==> src/rtl/onp_lexer.sv <==
// onp_lexer: ASCII front end for the RPN stack calculator.
//
// Turns a byte stream of decimal numbers, separators, operators and
// newlines into stack-machine commands (push operand / apply operator),
// tracks the stack depth those commands produce, and locks into an error
// state on malformed input before a bad command can reach the stack.
//
// Ports:
//   clk, rst             clock, synchronous active-high reset
//   in_valid, in_char    input byte stream
//   in_ready             byte accepted on a rising edge with in_valid high
//   cmd_valid, cmd_ready command handshake (one stack step per handshake)
//   push                 1 = push d, 0 = apply op
//   op                   01 negate, 10 add, 11 multiply, 00 peek
//   d                    push operand (0 during an op command)
//   depth                stack depth after all completed commands
//   err                  sticky error flag
//
// Handshakes: a transfer happens on a rising edge where valid and ready
// are both high. The lexer holds cmd_valid and all command fields stable
// until cmd_ready is seen; in_ready does not depend on in_valid.
module onp_lexer (
  input  logic        clk,
  input  logic        rst,
  input  logic        in_valid,
  input  logic [7:0]  in_char,
  output logic        in_ready,
  output logic        cmd_valid,
  input  logic        cmd_ready,
  output logic        push,
  output logic [1:0]  op,
  output logic [15:0] d,
  output logic [9:0]  depth,
  output logic        err
);

  typedef enum logic [2:0] {
    S_IDLE      = 3'd0,
    S_NUM       = 3'd1,
    S_EMIT_PUSH = 3'd2,
    S_EMIT_OP   = 3'd3,
    S_ERR       = 3'd4
  } state_t;

  localparam logic [1:0] OP_PEEK = 2'b00;
  localparam logic [1:0] OP_NEG  = 2'b01;
  localparam logic [1:0] OP_ADD  = 2'b10;
  localparam logic [1:0] OP_MUL  = 2'b11;

  state_t      state, state_nx;
  logic [15:0] acc, acc_nx;
  logic [1:0]  op_q, op_nx;
  logic        pend, pend_nx;
  logic [9:0]  depth_nx;
  logic        err_nx;

  // Character classification
  logic        is_digit, is_sep, is_nl, is_arith, is_term_op;
  logic [1:0]  term_code;
  logic [3:0]  digit;
  logic        accept;
  logic [10:0] eff;
  logic [10:0] need;
  logic        op_bad;
  logic        depth_full;
  logic [15:0] acc_x10;

  assign is_digit   = (in_char >= 8'h30) && (in_char <= 8'h39);
  assign is_sep     = (in_char == 8'h20);
  assign is_nl      = (in_char == 8'h0A);
  assign is_arith   = (in_char == 8'h2B) || (in_char == 8'h2A) || (in_char == 8'h2D);
  assign is_term_op = is_arith || is_nl;
  // Low nibble of '0'..'9' is the digit value.
  assign digit      = in_char[3:0];

  always_comb begin
    term_code = OP_PEEK;
    case (in_char)
      8'h2B:   term_code = OP_ADD;
      8'h2A:   term_code = OP_MUL;
      8'h2D:   term_code = OP_NEG;
      default: term_code = OP_PEEK;
    endcase
  end

  assign accept     = in_valid && in_ready;
  // A number still being typed will be pushed before the operator runs,
  // so it counts toward the operands available to that operator.
  assign eff        = {1'b0, depth} + {10'd0, (state == S_NUM)};
  assign need       = term_code[1] ? 11'd2 : 11'd1;
  assign op_bad     = (eff < need);
  assign depth_full = (depth == 10'd1023);
  assign acc_x10    = (acc << 3) + (acc << 1);

  always_comb begin
    state_nx = state;
    acc_nx   = acc;
    op_nx    = op_q;
    pend_nx  = pend;
    depth_nx = depth;
    case (state)
      S_IDLE: begin
        if (accept) begin
          if (is_digit) begin
            acc_nx   = {12'd0, digit};
            state_nx = S_NUM;
          end else if (is_sep) begin
            state_nx = S_IDLE;
          end else if (is_term_op) begin
            if (op_bad) begin
              state_nx = S_ERR;
            end else begin
              op_nx    = term_code;
              pend_nx  = 1'b0;
              state_nx = S_EMIT_OP;
            end
          end else begin
            state_nx = S_ERR;
          end
        end
      end
      S_NUM: begin
        if (accept) begin
          if (is_digit) begin
            acc_nx = acc_x10 + {12'd0, digit};
          end else if (is_sep) begin
            if (depth_full) begin
              state_nx = S_ERR;
            end else begin
              pend_nx  = 1'b0;
              state_nx = S_EMIT_PUSH;
            end
          end else if (is_term_op) begin
            if (depth_full || op_bad) begin
              state_nx = S_ERR;
            end else begin
              op_nx    = term_code;
              pend_nx  = 1'b1;
              state_nx = S_EMIT_PUSH;
            end
          end else begin
            state_nx = S_ERR;
          end
        end
      end
      S_EMIT_PUSH: begin
        if (cmd_ready) begin
          depth_nx = depth + 10'd1;
          pend_nx  = 1'b0;
          state_nx = pend ? S_EMIT_OP : S_IDLE;
        end
      end
      S_EMIT_OP: begin
        if (cmd_ready) begin
          // Binary operators consume two entries and leave one.
          if (op_q[1]) depth_nx = depth - 10'd1;
          state_nx = S_IDLE;
        end
      end
      S_ERR: begin
        state_nx = S_ERR;
      end
      default: begin
        state_nx = S_ERR;
      end
    endcase
    err_nx = err || (state_nx == S_ERR);
  end

  always_ff @(posedge clk) begin
    if (rst) begin
      state <= S_IDLE;
      acc   <= 16'd0;
      op_q  <= OP_PEEK;
      pend  <= 1'b0;
      depth <= 10'd0;
      err   <= 1'b0;
    end else begin
      state <= state_nx;
      acc   <= acc_nx;
      op_q  <= op_nx;
      pend  <= pend_nx;
      depth <= depth_nx;
      err   <= err_nx;
    end
  end

  // Command fields are decoded from registered state only, so they are
  // stable for the whole cycle and held while the downstream stalls.
  assign in_ready  = (state == S_IDLE) || (state == S_NUM);
  assign cmd_valid = (state == S_EMIT_PUSH) || (state == S_EMIT_OP);
  assign push      = (state == S_EMIT_PUSH);
  assign op        = (state == S_EMIT_OP) ? op_q : OP_PEEK;
  assign d         = (state == S_EMIT_PUSH) ? acc : 16'd0;

endmodule

==> config.mk <==
export PLATFORM = sky130hd
export DESIGN_NAME = onp_lexer
export DESIGN_NICKNAME = d
export VERILOG_FILES = /design/src/rtl/onp_lexer.sv
export SDC_FILE = /design/constraint.sdc
export NUM_CORES = 1
export LEC_CHECK = 0
export ABC_AREA = 1
export CORE_AREA = 2 2 76 78
export DETAILED_ROUTE_END_ITERATION = 7
export DIE_AREA = 0 0 78 80
export PLACE_DENSITY_LB_ADDON = 0.12
export SYNTH_ARGS = -nofsm -noshare
export SYNTH_HDL_FRONTEND = slang
export SYNTH_SLANG_ARGS = --single-unit
==> constraint.sdc <==
create_clock -name clk -period 5.4 [get_ports clk]
set_input_delay 0.54 -clock clk [delete_from_list [all_inputs] [get_ports clk]]
set_output_delay 0.54 -clock clk [all_outputs]
set_load 0.02 [all_outputs]
==> After elaboration in Yosys (flattened, before gate mapping) <==
Index checks and enable logic that the tools add are counted.
{ "classes": {"addsub": 5, "order_cmp": 3, "n_eq_ne": 28, "n_mux": 52, "reduce_logical": 17} }
{ "op_table": {"columns": ["operator", "n"], "rows": [
  ["$mux 16", 5],
  ["$mux 3", 13],
  ["$eq 8x6->1 const B", 4],
  ["$pmux 16 s2", 1],
  ["$mux 10", 3],
  ["$ne 2x2->1 const B", 15],
  ["$mux 2", 13],
  ["$pmux 10 s2", 1],
  ["$add 16x16->16", 1],
  ["$add 16x4->16", 1],
  ["$mux 1", 12],
  ["$pmux 3 s4", 1],
  ["$reduce_and 12->1", 1],
  ["$add 10x1->11", 1],
  ["$lt 11x2->1", 1],
  ["$reduce_and 11->1", 1],
  ["$add 10x1->10 const B", 1],
  ["$eq 10x10->1 const B", 1],
  ["$sub 10x1->10 const B", 1],
  ["$ne 3x3->1 const B", 3],
  ["$eq 8x4->1 const B", 1],
  ["$ge 8x6->1 const B", 1],
  ["$le 8x6->1 const B", 1],
  ["$logic_or 1x1->1", 7],
  ["other kinds (12)", 15]
]} }
{ "word_totals": {"ff_bits": 33, "in_bits": 12, "out_inout_bits": 32, "word_cells": 111} }

==> Depth between registers and ports, before layout <==
{ "depth": {"depth_word": 13, "mapped_depth": 19, "depth_no_buf": 19} }

==> Worst setup path after synthesis <==
OpenSTA, ideal clock, no wires.
{ "synth_timing": {"path_kind": "input to register", "start": "in in_char[3]", "end": "reg acc[12]", "setup_ns": 0.071, "t_arrival_ns": 2.445, "required_time_ns": 5.329, "slack_ns": 2.885, "path_stages": 12, "cell_sequence": "fa_1 > fa_1 > nand2_1 > inv_1 > o21ai_0 > nand2_1 > nand2_1 > nand2_1 > a31oi_1 > or2_2 > nand3_1 > a21oi_1"} }
{ "synth_via": {"elab_chain_len": 4, "elab_cells_between_ends": 10, "cone_classes": "add/sub (1); order compare (2); eq/ne (2); mux (3); reduce/logical (2)"} }
{ "synth_rtl": {"columns": ["item", "line", "rtl"], "rows": [
  ["start, declared", "26", "input logic [7:0] in_char,"],
  ["$add 16x4->16, or another cell as far along", "125", "acc_nx = acc_x10 + {12'd0, digit};"],
  ["$mux 16 or $logic_and 1x1->1 (tied branches)", "124, 68", null],
  ["$mux 16 or $ne 2x2->1 (tied branches)", null, null],
  ["$pmux 16 s2 or $reduce_and 5->1 (tied branches)", null, null],
  ["end signal, assigned", "180", "acc <= acc_nx;"],
  ["end, declared", "51", "logic [15:0] acc, acc_nx;"]
]} }
Several ways; a longest one is shown, not always the timed one. The select of a mux whose other input is x is not followed.
A chain may end at the register's enable or synchronous reset.

==> Worst setup path in the final report <==
Same ends and word-level chain as after synthesis.

==> results.toml <==
[clocking]
cts_resized = 0
cts_tree = "yes"
cts_made_buffers = 5
cts_setup_buffers = 0
clock_path_buffers = 2
clk_pin_slew_ns = 0.06
insertion_delay_ns = 0.29
clock_sinks = 33
cts_hold_buffers = 0
cts_max_level = 2
cts_root_buffer = "clkbuf_8"

[setup_path]
critPathSlowestCell = "fa_1"
worstPathRequired_ns = 5.62
slowest_delay_ns = 0.57
critPathKind = "input port to flip-flop"
path_buf_inv = 2
crit_top_cell = "nand2_1"
path_cells = "clkdlybuf4s50_1, fa_1, fa_1, nand2_1, inv_1, o21ai_0, nand2_1, nand2_1, nand2_1, a31oi_1, or2_2, nand3_1, a21oi_1"
reg2reg_depth = 16
worst_ep_arrival_time_ns = 3.19
critical_path_depth = 13
critical-path-top-delay-family = "adder cells"
cp-start-kind = "input port"
worstPathMaxFanout = 4
crit_path_end_kind = "flip-flop"

[hold_path]
whs_path_depth = 2
worst_hold_path_type = "flip-flop to flip-flop"

[place]
place_congestion = 0.906
place_area_um2 = 3610
portBuffers = 43
dpl.hpwl_um = 5990

[logic_synthesis]
ys_async_sr_fraction_pct = 0
synthAdderAreaFrac_pct = 16.8
synth_ff_type = "dfxtp_1"
synth_edf_count = 0
synth_top_area_share_pct = 21.2
synth_mux_area_share_pct = 0
synth.avg_cell_area_um2 = 6.59
yosys.area_share.simple_pct = 30.1
ys_top_cells_by_area = "dfxtp_1, ha_1, nand2_1"
syn_inst = 473
post_synth_xor_area_fraction_pct = 3.09
synth_area_um2 = 3120
synth_warnings = 0
synth_compound_area_share_pct = 18.5
synth_top_family_by_area = "simple AND/OR/NAND/NOR gates"
ys_seq_elements = 33
synth_fp_nets = 525
synth_cell_types = 39
synth_area_leader_cell = "dfxtp_1"
synth-seq-area-share_pct = 21.2

[floorplan]
start_util_pct = 57.7
rows = 27
die_x_um = 78
die_area_um2 = 6240
core_area_um2 = 5410
die_h_um = 80
pin_count = 44

[routing]
drc_errors = 0
drt-total-wl_um = 7640
ant_nets = 0
vias = 3177
post_drt_wl_per_cell_um = 13.0
drt_iter0_drc = 148
viasPerCell = 5.40
first_pass_iters = 4

[cells_and_area]
layout_common_cells = "nand2_1, inv_1, nor2_1"
final_common_cell = "nand2_1"
final_nets = 568
final_util_pct = 68.4
diodes = 0
area.growth.synth_to_final_pct = 18.5
final_area_um2 = 3690
drive_gt1_share_pct = 6.59

[timing]
min_period_ns = 2.97
finClkSkew_ns = 0.00790
slew_headroom_pct = 33.6
tightest_slew_ns = 0.991
drv_slew = 0
hold_viol_final = 0
rsz0062_at_grt = "false"
period_share_pct = 55.0
setup-tns-final_ns = 0
max_freq_mhz = 337
setup_viol = 0

[outcome]
outcome = "finished clean"

[grt]
grt_max_degree = 24
grt_first_pass_wirelength_um = 13100
grt_usage_pct = 26.0
overflow = 0
grt_pass1_vias = 2862
grt_antenna_before_repair = 0

[job]
maxCapViolCount = 0

[power_and_ir_drop]
p_leak_nw = 1.70
ir_drop_mv = 0.0962
p_per_area_nw_per_um2 = 145
p_total_w = 0.000536
cells in the mapped netlist (3+ instances only):
| cell type | instances |
|---|---|
| inv_1 | 72 |
| nor2_4 | 4 |
| xor2_1 | 4 |
| inv_2 | 3 |
| nand4_1 | 10 |
| a31oi_1 | 5 |
| nor4_1 | 3 |
| nor2_1 | 58 |
| ha_1 | 37 |
| nor2_2 | 5 |
| xnor2_1 | 7 |
| a21o_1 | 4 |
| a21oi_1 | 42 |
| a211oi_1 | 6 |
| dfxtp_1 | 33 |
| o21ai_0 | 24 |
| o21ai_1 | 7 |
| nand3_2 | 7 |
| nor3_1 | 5 |
| clkbuf_1 | 6 |
| nand2_1 | 80 |
| nand3_1 | 25 |
| nand2_2 | 3 |
| fa_1 | 3 |
layer usage:
metal | global-route usage [%] | wire, um
met1 | 36.1 | 3780
met3 | 3.85 | 395
met2 | 42.0 | 3380
met4 | 7.02 | 83
met5 | 0 | 0
cell families (layout without fill, tap and decap cells):
logic type,count (synthesis),count (layout)
and+or+nand+nor,204,204
AOI/OAI and AO/OA,101,101
buffers and inverters,84,127
adders and majority gates,40,40
DFF,33,33
xor gates and xnor gates,11,11
registers in the layout, summed over array words and instances, names as in the netlist:
signal / flops
depth: 10
pend: 1
acc: 16
err: 1
op_q: 2
state: 3
report_power, final:
group	internal [W]	switching (W)
clock network	0.000101	0.0000928
registers	0.000249	0.00000613
logic	0.0000348	0.0000527
total	0.000385	0.000152
tightest hold or removal path, stage by stage (launching register included):
cell and delay, ns:
dfxtp_1 0.31, nand2_1 0.06, a21oi_1 0.05
per-stage QoR:
step | setup slack (ns) | std cells | hold slack, ns
floorplan | 2.88 | 473 | 0.445
global placement | 2.18 | 581 | 0.455
detailed placement | 2.13 | 581 | 0.455
CTS | 2.42 | 588 | 0.465
global route | 2.16 | 588 | 0.523
finish | 2.43 | 588 | 0.466
area by class of cell:
type                            instances  area [um2]
Tap cell                               72        90.1
Clock buffer                            7        86.3
Inverter                               76         285
Timing Repair Buffer                   44         438
Fill cell                             511        1710
Sequential cell                        33         661
Multi-Input combinational cell        356        2130
path summary, 6_finish.rpt:
| path | slack, ns | from | endpoint |
|---|---|---|---|
| worst max-delay path | 2.43 | in_char[3] | acc[12] |
| worst min-delay path | 0.47 | acc[15] | acc[15] |
| worst max register to register | 2.64 | state[2] | pend |
| worst min register to register | 0.47 | acc[15] | acc[15] |
Note: power is estimated with default switching activity, not from simulation.
